File: src/rtl/bcd2bin_if.sv
// bcd2bin_if: request/response bundle for the BCD-to-binary converter.
//   in_valid/in_ready/bcd       : request handshake, packed BCD digits (bcd[3:0] = units)
//   out_valid/out_ready/bin/err : result handshake, binary value and invalid-digit flag
// Modports: master = producer/consumer side, slave = converter side.
interface bcd2bin_if #(
  parameter int unsigned DIGITS    = 3,
  parameter int unsigned OUT_WIDTH = 10
);
  logic                   in_valid;
  logic                   in_ready;
  logic [4*DIGITS-1:0]    bcd;
  logic                   out_valid;
  logic                   out_ready;
  logic [OUT_WIDTH-1:0]   bin;
  logic                   err;

  modport master (
    output in_valid, bcd, out_ready,
    input  in_ready, out_valid, bin, err
  );

  modport slave (
    input  in_valid, bcd, out_ready,
    output in_ready, out_valid, bin, err
  );
endinterface

File: src/rtl/bcd2bin.sv
// bcd2bin: sequential BCD-to-binary converter (reverse double-dabble, one bit per clock).
//   clk    : clock, rising edge
//   rst_n  : asynchronous active-low reset
//   bus    : bcd2bin_if.slave -- request (in_valid/in_ready/bcd) and
//            result (out_valid/out_ready/bin/err) handshakes
// Optional macro BCD2BIN_DIGIT_CHECK_EN: flag input digits > 9 via err (bin forced to 0).
// Without it err is tied to 0.
module bcd2bin #(
  parameter int unsigned DIGITS    = 3,
  parameter int unsigned OUT_WIDTH = 10
) (
  input logic      clk,
  input logic      rst_n,
  bcd2bin_if.slave bus
);
  localparam int unsigned BcdW = 4 * DIGITS;
  localparam int unsigned SrW  = BcdW + OUT_WIDTH;
  localparam int unsigned CntW = $clog2(OUT_WIDTH + 1);
  localparam logic [CntW-1:0] LastStep = CntW'(OUT_WIDTH - 1);

  typedef enum logic [1:0] {StIdle, StConv, StDone} state_e;

  state_e               state_q;
  logic [SrW-1:0]       sr_q;
  logic [SrW-1:0]       sr_step;
  logic [CntW-1:0]      cnt_q;
  logic                 in_ready_q;
  logic                 out_valid_q;
  logic [OUT_WIDTH-1:0] bin_q;

`ifdef BCD2BIN_DIGIT_CHECK_EN
  logic err_q;
  logic dig_err_q;
  logic bcd_bad;

  always_comb begin
    bcd_bad = 1'b0;
    for (int k = 0; k < DIGITS; k++) begin
      if (bus.bcd[4*k +: 4] > 4'd9) bcd_bad = 1'b1;
    end
  end
`endif

  // One reverse double-dabble step: shift right, then pull every digit that landed
  // at >= 8 back by 3 (each digit on its own, no borrow between digits).
  always_comb begin
    sr_step = sr_q >> 1;
    for (int k = 0; k < DIGITS; k++) begin
      if (sr_step[OUT_WIDTH + 4*k + 3]) begin
        sr_step[OUT_WIDTH + 4*k +: 4] = sr_step[OUT_WIDTH + 4*k +: 4] - 4'd3;
      end
    end
  end

  always_ff @(posedge clk or negedge rst_n) begin
    if (!rst_n) begin
      state_q     <= StIdle;
      sr_q        <= '0;
      cnt_q       <= '0;
      in_ready_q  <= 1'b1;
      out_valid_q <= 1'b0;
      bin_q       <= '0;
`ifdef BCD2BIN_DIGIT_CHECK_EN
      err_q       <= 1'b0;
      dig_err_q   <= 1'b0;
`endif
    end else begin
      case (state_q)
        StIdle: begin
          if (bus.in_valid && in_ready_q) begin
            sr_q       <= {bus.bcd, {OUT_WIDTH{1'b0}}};
            cnt_q      <= '0;
            in_ready_q <= 1'b0;
            state_q    <= StConv;
`ifdef BCD2BIN_DIGIT_CHECK_EN
            dig_err_q  <= bcd_bad;
`endif
          end
        end
        StConv: begin
          sr_q  <= sr_step;
          cnt_q <= cnt_q + CntW'(1);
          if (cnt_q == LastStep) begin
            state_q     <= StDone;
            out_valid_q <= 1'b1;
`ifdef BCD2BIN_DIGIT_CHECK_EN
            err_q       <= dig_err_q;
            bin_q       <= dig_err_q ? '0 : sr_step[OUT_WIDTH-1:0];
`else
            bin_q       <= sr_step[OUT_WIDTH-1:0];
`endif
          end
        end
        StDone: begin
          if (bus.out_ready) begin
            state_q     <= StIdle;
            out_valid_q <= 1'b0;
            in_ready_q  <= 1'b1;
          end
        end
        default: begin
          state_q     <= StIdle;
          out_valid_q <= 1'b0;
          in_ready_q  <= 1'b1;
        end
      endcase
    end
  end

  assign bus.in_ready  = in_ready_q;
  assign bus.out_valid = out_valid_q;
  assign bus.bin       = bin_q;
`ifdef BCD2BIN_DIGIT_CHECK_EN
  assign bus.err       = err_q;
`else
  assign bus.err       = 1'b0;
`endif
endmodule
File: src/flat_wrapper.sv
// flat-port wrapper written by rule: the top's interface ports become plain ports
module bcd2bin_flat 
#(
  parameter int unsigned DIGITS    = 3,
  parameter int unsigned OUT_WIDTH = 10
)
  (clk, rst_n, bus_in_valid, bus_bcd, bus_out_ready, bus_in_ready, bus_out_valid, bus_bin, bus_err);
  bcd2bin_if #(.DIGITS(DIGITS), .OUT_WIDTH(OUT_WIDTH)) bus_i ();
  input logic clk;
  input logic rst_n;
  input wire logic [$bits(bus_i.in_valid)-1:0] bus_in_valid;
  input wire logic [$bits(bus_i.bcd)-1:0] bus_bcd;
  input wire logic [$bits(bus_i.out_ready)-1:0] bus_out_ready;
  output wire logic [$bits(bus_i.in_ready)-1:0] bus_in_ready;
  output wire logic [$bits(bus_i.out_valid)-1:0] bus_out_valid;
  output wire logic [$bits(bus_i.bin)-1:0] bus_bin;
  output wire logic [$bits(bus_i.err)-1:0] bus_err;
  assign bus_i.in_valid = bus_in_valid;
  assign bus_i.bcd = bus_bcd;
  assign bus_i.out_ready = bus_out_ready;
  assign bus_in_ready = bus_i.in_ready;
  assign bus_out_valid = bus_i.out_valid;
  assign bus_bin = bus_i.bin;
  assign bus_err = bus_i.err;
  bcd2bin #(.DIGITS(DIGITS), .OUT_WIDTH(OUT_WIDTH)) u_core (.clk(clk), .rst_n(rst_n), .bus(bus_i));
endmodule
File: config.mk
export PLATFORM = sky130hd
export DESIGN_NAME = bcd2bin_flat
export DESIGN_NICKNAME = d
export VERILOG_FILES = /design/src/rtl/bcd2bin_if.sv /design/src/rtl/bcd2bin.sv /design/src/flat_wrapper.sv
export SDC_FILE = /design/constraint.sdc
export NUM_CORES = 1
export LEC_CHECK = 0
export ABC_AREA = 1
export BUFFER_PORTS_ARGS = -buffer_cell sky130_fd_sc_hd__buf_2
export CAP_MARGIN = 10
export CORE_MARGIN = 4
export CORE_UTILIZATION = 51
export DETAILED_ROUTE_END_ITERATION = 8
export PLACE_DENSITY_LB_ADDON = 0.15
export SYNTH_ARGS = -nofsm -noshare
export SYNTH_HDL_FRONTEND = slang
export SYNTH_SLANG_ARGS = --single-unit
export TNS_END_PERCENT = 1
File: constraint.sdc
create_clock -name clk -period 1.75 [get_ports clk]
set_input_delay 0.175 -clock clk [delete_from_list [all_inputs] [get_ports clk]]
set_output_delay 0.175 -clock clk [all_outputs]
set_load 0.005 [all_outputs]
== Yosys cells after proc, flatten, opt, wreduce, memory -nomap -nowiden ==
Cells that the tools add are included.
Word-level totals
  register bits: 40
  bits of input ports: 16
  output and inout port bits: 13
  logic and storage cells: 41
Cells by class
  add/sub/neg operators: 3
  equality and inequality tests: 6
  multiplexer cells: 16
  bitwise gates (word level): 2
  reductions and logical operators: 8
Operators by type and width (count)
  22-bit case mux with 2 select lines: 1
  22-bit 2-to-1 mux: 1
  4-bit 2-to-1 mux: 3
  3-bit AND reduction: 3
  4-bit case mux with 2 select lines: 1
  4-bit by 2-bit subtractor with 4-bit output (second input constant): 2
  2-bit 2-to-1 mux: 3
  1-bit case mux with 3 select lines: 2
  2-bit case mux with 3 select lines: 1
  4-bit by 1-bit adder with 4-bit output (second input constant): 1
  4-bit equality test (second input constant): 1
  1-bit 2-to-1 mux: 4
  2-bit by 1-bit != test with 1-bit output (second input constant): 2
  2-bit AND reduction: 2
  2-bit by 1-bit equality test with 1-bit output (second input constant): 1
  2-bit equality test (second input constant): 1
  2-bit zero test: 1
  2-bit != test (second input constant): 1
  1-bit inverter: 2
  2-bit nonzero test: 1
  1-bit logical AND: 1

== Depth between registers and ports, before layout ==
Gate-level depths: netlist (run 1).
  depth after elaboration: 3
  mapped depth: 8
  depth with buffers taken out: 7

== Least setup slack after synthesis (run 1) ==
OpenSTA, ideal clock, no wires.
  path kind: register -> register
  from: register u_core.cnt_q[1]
  to: register u_core.bin_q[1], in the netlist u_core.bus.bin[1]
  data arrival time: 1135 ps
  required time: 1632 ps
  setup slack: 497 ps
  cell stages (with the launch flop): 9
  path buffers: 1
  cell sequence: dfrtp_1 inv_1 ha_1 nand2_1 nor2_1 nand2_4 buf_6 nand2_1 o21ai_2
Between the ends
  word-level cells in the longest chain between the ends: 2
RTL lines
  start, declared: RTL line bcd2bin.sv:26  | logic [CntW-1:0] cnt_q;
  start signal, assigned: RTL line bcd2bin.sv:82  | cnt_q <= cnt_q + CntW'(1);
  4-bit equality test: RTL line bcd2bin.sv:83  | if (cnt_q == LastStep) begin
  2-bit AND reduction (no line)
  end signal, assigned: RTL line bcd2bin.sv:90  | bin_q <= sr_step[OUT_WIDTH-1:0];
  end, declared: RTL line bcd2bin.sv:29  | logic [OUT_WIDTH-1:0] bin_q;
Every way passes these cells.
A chain may end at the register's enable or synchronous reset.

== Final worst setup path (run 1) ==
  from: register u_core.in_ready_q, in the netlist u_core.bus.in_ready
  to: register u_core.sr_q[16]
Between the ends
  word-level cells in the longest chain between the ends: 3
RTL lines
  start, declared: RTL line bcd2bin.sv:27  | logic in_ready_q;
  start signal, assigned: RTL line bcd2bin.sv:60  | in_ready_q <= 1'b1;
  start signal, assigned: RTL line bcd2bin.sv:73  | in_ready_q <= 1'b0;
  start signal, assigned: RTL line bcd2bin.sv:98  | in_ready_q <= 1'b1;
  1-bit logical AND: RTL line bcd2bin.sv:70  | if (bus.in_valid && in_ready_q) begin
  2-bit by 1-bit != test with 1-bit output (no line)
  2-bit AND reduction (no line)
  end signal, assigned: RTL line bcd2bin.sv:71  | sr_q <= {bus.bcd, {OUT_WIDTH{1'b0}}};
  end signal, assigned: RTL line bcd2bin.sv:81  | sr_q <= sr_step;
  end, declared: RTL line bcd2bin.sv:24  | logic [SrW-1:0] sr_q;
Every way passes these cells.

==> impl_metrics.env, run 1 <==
export IMPL_coreArea_um2=3442
export IMPL_seq_area_frac_synth_pct=51.93
export IMPL_port_buffers=27
export IMPL_cts_tree="done"
export IMPL_ctsLongestPathBuffers=2
export IMPL_clkLatencyLatePin_ns=0.30
export IMPL_grt_pass1_vias=1279
export IMPL_fp_row_count=21
export IMPL_initial_core_util_pct=54.67
export IMPL_powerDensity_nw_per_um2=1778
export IMPL_ff2ff_path_depth=4
export IMPL_gr_usage_all_layers_pct=17.48
export IMPL_slowest_stage="dfstp_2"
export IMPL_dr_pass1_iters=4
export IMPL_r2r_end="u_core.sr_q[16]"
export IMPL_die_h_um=68.75
export IMPL_clockRootBuffer="clkbuf_8"
export IMPL_max_cap_violations=0
export IMPL_cts_buffers=5
export IMPL_die_width_um=68.75
export IMPL_rsz0062_at_grt="false"
export IMPL_met2_length_mm=1.542
export IMPL_min_period_ns=1.519
export IMPL_critical_path_top_delay_family="simple AND/OR/NAND/NOR gates"
export IMPL_synth_yosys_warnings=0
export IMPL_final_common_cell="nand2_1"
export IMPL_vias=1444
export IMPL_wirelength_mm=3.462
export IMPL_worst_ep_required_time_ns=1.98
export IMPL_drcViolationCount=0
export IMPL_drt_initial_drc_count=43
export IMPL_final_nets=264
export IMPL_setup_tns_final_ns=0
export IMPL_drtAntennaViolNets=0
export IMPL_critPathArrivalTime_ns=1.75
export IMPL_finClkSkew_ns=0.008060
export IMPL_slew_viol_final=0
export IMPL_cp_cell_sequence="nand3_2 > nor2_1 > nand2_1 > nand3_1"
export IMPL_dp_hpwl_mm=2.432
export IMPL_path_max_fanout=13
export IMPL_final_cell_mix="59 x nand2_1, 38 x dfrtp_1, 27 x buf_2"
export IMPL_clk_pin_slew_ns=0.08
export IMPL_gp_congestion=0.8168
export IMPL_htree_num_levels=2
export IMPL_postCtsResizedCells=0
export IMPL_routedWlPerCell_um=11.90
export IMPL_p_leak_uw=0.001123
export IMPL_antenna_found_initial=0
export IMPL_path_depth=4
export IMPL_yosysUniqueCellTypes=26
export IMPL_wl_met1_mm=1.661
export IMPL_ys_seq_elements=39
export IMPL_finalCritPeriodShare_pct=86.79
export IMPL_ff_latch_area_um2=977.2
export IMPL_num_io_pins=29
export IMPL_cts_sinks=39
export IMPL_num_fill_cells=298
export IMPL_grt_pass1_wl_mm=5.920
export IMPL_critPathLaunchType="flip-flop"
export IMPL_cts_setup_buffers=0
export IMPL_yosysTopAreaCellShare_pct=50.53
export IMPL_ir_drop_mv=0.7893
export IMPL_setup_viol=0
export IMPL_grt_overflow_total=0
export IMPL_critPathMaxStageDelay_ns=0.56
export IMPL_yosysTopAreaCell="dfrtp_1"
export IMPL_yosys_top_cells_area="dfrtp_1 51%, nand2_1 12%, nand3_1 6.1%, inv_1 5.2%, o21ai_2 4.7%"
export IMPL_syn_inst=213
export IMPL_syn_num_nets=233
export IMPL_diodes=0
export IMPL_r2r_start="u_core.bus.in_ready"
export IMPL_wl_met3_um=215
export IMPL_grt_max_degree=25
export IMPL_cp_startpoint="u_core.bus.in_ready"
export IMPL_critical_path_class="reg2reg"
export IMPL_syn_area_um2=1882
export IMPL_dp_cells=282
export IMPL_cp_end_kind="flip-flop"
export IMPL_critPathBufInv=0
export IMPL_dieArea_um2=4726
export IMPL_multi_input_area_um2=710.7
export IMPL_hold_class="in2reg"
export IMPL_fmax_mhz=658.4
export IMPL_final_cells=291
export IMPL_endpoint="u_core.sr_q[16]"
export IMPL_drive_above_1_share_pct=24.90
export IMPL_area_growth_pct=13.16
export IMPL_avgSynthCellArea_um2=8.835
export IMPL_vias_per_cell=4.962
export IMPL_reg2reg_setup_slack_ns=0.23
export IMPL_hold_violations=0
export IMPL_dr_max_layer_used="met4"
export IMPL_status="finished clean"
[report_power, final]
part           switching [uW]  internal [uW]  leakage, uW  total, uW
Sequential                272           1300     0.000503       1570
Combinational             959            659     0.000580       1620
Clock                     324            277    0.0000402        601
[state kept, by name, indices dropped and copies added, names as in the netlist]
register	count
u_core.bus.bin	10
u_core.bus.in_ready	1
u_core.bus.out_valid	1
u_core.cnt_q	4
u_core.sr_q	21
u_core.state_q	2
[kinds of logic (layout without fill, tap and decap cells)]
family / Yosys count / in the layout / synth area share (%)
other cells: 1 / 1 / 0.1993
simple gates: 96 / 96 / 22.34
buf+inv: 38 / 70 / 10.31
flops: 39 / 39 / 51.93
xor+xnor: 1 / 1 / 0.4655
compound gates: 34 / 34 / 12.10
fa+ha+maj: 4 / 4 / 2.660
[worst min path at each step]
stage	depth (start not counted)	from	end	slack, ns
after detailed placement	1	rst_n	u_core.bus.bin[6]	0.16
final	3	bus_bcd[4]	u_core.sr_q[14]	0.09
after CTS	3	bus_bcd[4]	u_core.sr_q[14]	0.09
after global routing	3	bus_bcd[4]	u_core.sr_q[14]	0.08
after floorplan	0	rst_n	u_core.bus.bin[0]	-0.12
after global placement	1	rst_n	u_core.bus.bin[6]	0.17
[tightest hold or removal path, stage by stage]
cell and delay [ns]:
buf_2 0.07, nand2_1 0.05, nand3_1 0.06
[metrics by stage]
stage          area [um^2]  hold slack [ns]  power (uW)  util, %  setup WS, ns
2_1_floorplan         1882          -0.1206        2850        -        0.4967
4_1_cts               2130          0.08718        3820    61.87        0.2300
6_report              2130          0.08890        3787    61.87        0.2313
3_3_place_gp          2031           0.1686        3173    59.00        0.2740
5_1_grt               2130          0.08149        4165    61.87        0.1537
3_5_place_dp          2031           0.1635        3215    59.00        0.2513
[final cells by class]
type                    count  share of cell area (%)
multi-input cells         136                   33.37
repair buffers             34                   8.931
flip-flops and latches     39                   45.89
clock inverters             3                  0.9401
inverters                  28                   4.935
clock buffers               5                   3.231
well taps                  46                   2.703
[synth_stat cells, drive strengths merged]
cell / count
ha: 4
o21ai: 19
nor2: 8
nand3: 24
dfrtp: 38
inv: 28
dfstp: 1
nand4: 1
o22ai: 11
a21boi: 1
or2: 2
a21oi: 3
buf: 10
conb: 1
nand2: 61
xnor2: 1
[metal layers]
metal	GRT usage [%]	up-vias
met5	0	-
met4	6.569	0
met3	6.645	4
met2	26.46	31
met1	22.71	665
li1	-	744
[repair_timing]
| item | in CTS | in global routing |
|---|---|---|
| setup endpoints to repair | 0 | 0 |
| hold buffers | 1 | 0 |
| endpoints found under the hold margin | 19 | 0 |
Note: power is estimated with default switching activity, not from simulation.
==> inputs of run 2 (changes only) <==
GPL_TIMING_DRIVEN = 0   (was not set)
==> run 2 against run 1 <==
  * The flow now finishes with violations (negative hold slack)
  * Combinational power grew 6%
  * Sequential cell count is the same
  * Critical path depth grew 3
  * Via count grew 0.69%
  * Clock power grew 19%
  * Hold slack lost 0.10 ns
  * Sequential power is essentially flat
  * Clock-buffer cell count is the same
  * Final cell count grew 0.69%
  * Critical path type unchanged
  * Largest cell class unchanged
  * Largest power group unchanged
  * Highest routed layer unchanged
==> impl_metrics.env, run 2 (synthesis results as in run 1) <==
export IMPL_grt_pass1_vias=1387
export IMPL_r2r_end="u_core.bus.bin[9]"
export IMPL_final_cell_mix="59 x nand2_1, 38 x dfrtp_1, 29 x buf_2"
export IMPL_final_nets=267
export IMPL_die_width_um=68.75
export IMPL_setup_ws_ns=0.3422
export IMPL_critPathLaunchType="flip-flop"
export IMPL_cts_tree="done"
export IMPL_cts_sinks=39
export IMPL_finalInstanceArea_um2=2181
export IMPL_vias=1454
export IMPL_setup_tns_final_ns=0
export IMPL_port_buffers=27
export IMPL_routedWlPerCell_um=12.22
export IMPL_area_growth_pct=15.89
export IMPL_cts_buffers=5
export IMPL_vias_per_cell=4.962
export IMPL_drtAntennaViolNets=0
export IMPL_finClkSkew_ns=0.005497
export IMPL_whs_ns=-0.01194
export IMPL_final_common_cell="nand2_1"
export IMPL_post_dp_cell_area_um2=2074
export IMPL_postCtsResizedCells=0
export IMPL_ir_drop_mv=0.8924
export IMPL_critical_path_class="reg2reg"
export IMPL_grt_use_met2_pct=27.29
export IMPL_ctsLongestPathBuffers=2
export IMPL_cp_end_kind="flip-flop"
export IMPL_dp_hpwl_mm=2.550
export IMPL_gp_congestion=0.8228
export IMPL_grt_overflow_total=0
export IMPL_clkLatencyLatePin_ns=0.29
export IMPL_ff2ff_path_depth=7
export IMPL_grt_max_degree=40
export IMPL_hold_violations=10
export IMPL_dp_slack_ns=0.3456
export IMPL_dr_pass1_iters=4
export IMPL_slew_viol_final=0
export IMPL_cp_startpoint="u_core.cnt_q[0]"
export IMPL_cts_setup_buffers=0
export IMPL_cts_hold_buf=0
export IMPL_gr_usage_all_layers_pct=18.14
export IMPL_diodes=0
export IMPL_endpoint="u_core.bus.bin[9]"
export IMPL_powerDensity_nw_per_um2=1833
export IMPL_top_register="u_core.sr_q"
export IMPL_fp_row_count=21
export IMPL_p_leak_uw=0.001151
export IMPL_worstMarginPinSlew_ns=0.8526
export IMPL_r2r_start="u_core.cnt_q[0]"
export IMPL_hold_class="in2async"
export IMPL_grt_busiest_layer="met2"
export IMPL_relSlewSlack_pct=43.16
export IMPL_use_met1_pct=23.65
export IMPL_drcViolationCount=0
export IMPL_rsz0062_at_grt="false"
export IMPL_clk_pin_slew_ns=0.07
export IMPL_coreArea_um2=3442
export IMPL_status="complete, but fails checks"
export IMPL_critPathArrivalTime_ns=1.59
export IMPL_reg2reg_setup_slack_ns=0.34
export IMPL_num_fill_cells=321
export IMPL_largest_reg_flops=21
export IMPL_wirelength_mm=3.580
export IMPL_worst_ep_required_time_ns=1.93
export IMPL_num_io_pins=29
export IMPL_violations="negative hold slack"
export IMPL_grt_pass1_wl_mm=6.189
export IMPL_grt_use_met3_pct=6.645
export IMPL_setup_viol=0
export IMPL_fmax_mhz=710.3
export IMPL_htree_num_levels=2
export IMPL_dieArea_um2=4726
export IMPL_die_h_um=68.75
export IMPL_max_cap_violations=0
export IMPL_clockRootBuffer="clkbuf_8"
export IMPL_antenna_found_initial=0
export IMPL_drive_above_1_share_pct=25.91
export IMPL_drt_initial_drc_count=127
export IMPL_finalCritPeriodShare_pct=80.45
export IMPL_min_period_ns=1.408
export IMPL_path_max_fanout=10
export IMPL_initial_core_util_pct=54.67
==> run 2: cell count changes in the layout (fill, tap and decap cells not counted), sizes merged <==
cell,change
dlygate4sd3,-1
clkinv,-1
buf,+4
bufinv,+1
clkinvlp,-1
==> run 2: critical path: stages (launching register included) <==
cell and delay (ns):
dfrtp_1 0.45, ha_1 0.19, nand2_1 0.05, nor2_1 0.21
nand2_4 0.11, buf_6 0.16, nand2_1 0.08, o21ai_2 0.06
==> run 2: power breakdown <==
| part | internal [uW] | switching, uW | total, uW |
|---|---|---|---|
| Sequential | 1300 | 265 | 1560 |
| Combinational | 724 | 994 | 1720 |
| Clock | 416 | 301 | 717 |
| Total | 2440 | 1560 | 4000 |
==> run 2: per-stage QoR <==
step,power (uW),instances,utilization (%),hold WS [ns]
CTS,4040,293,63.36,0.01737
detailed placement,3314,286,60.27,0.3349
global route,4384,293,63.36,0.05838
finish,3998,293,63.36,-0.01194
floorplan,2850,213,-,-0.1206
global placement,3255,286,60.27,0.3409
==> run 2: per-layer routing <==
metal	vias to the layer above	wire length [um]
met5	-	0
met1	678	1719
met2	26	1657
li1	748	-
met4	0	27
met3	2	175
==> run 2: worst min path at each step <==
stage,endpoint,slack [ns],from,depth (start not counted)
detailed placement,u_core.bus.bin[6],0.33,rst_n,1
global placement,u_core.bus.bin[8],0.34,rst_n,1
CTS,u_core.bus.bin[6],0.02,rst_n,1
global route,u_core.bus.bin[6],0.06,rst_n,1
finish,u_core.bus.bin[6],-0.01,rst_n,1
floorplan,u_core.bus.bin[0],-0.12,rst_n,0
==> run 2: area by class of cell <==
cell class / count / area [um^2] / share of cell area [%]
flip-flops and latches: 39 / 977.2 / 44.81
multi-input cells: 136 / 710.7 / 32.59
repair buffers: 27 / 135.1 / 6.196
inverters: 28 / 105.1 / 4.819
plain buffers: 10 / 88.84 / 4.073
clock buffers: 5 / 68.82 / 3.155
well taps: 46 / 57.56 / 2.639
clock inverters: 2 / 37.54 / 1.721
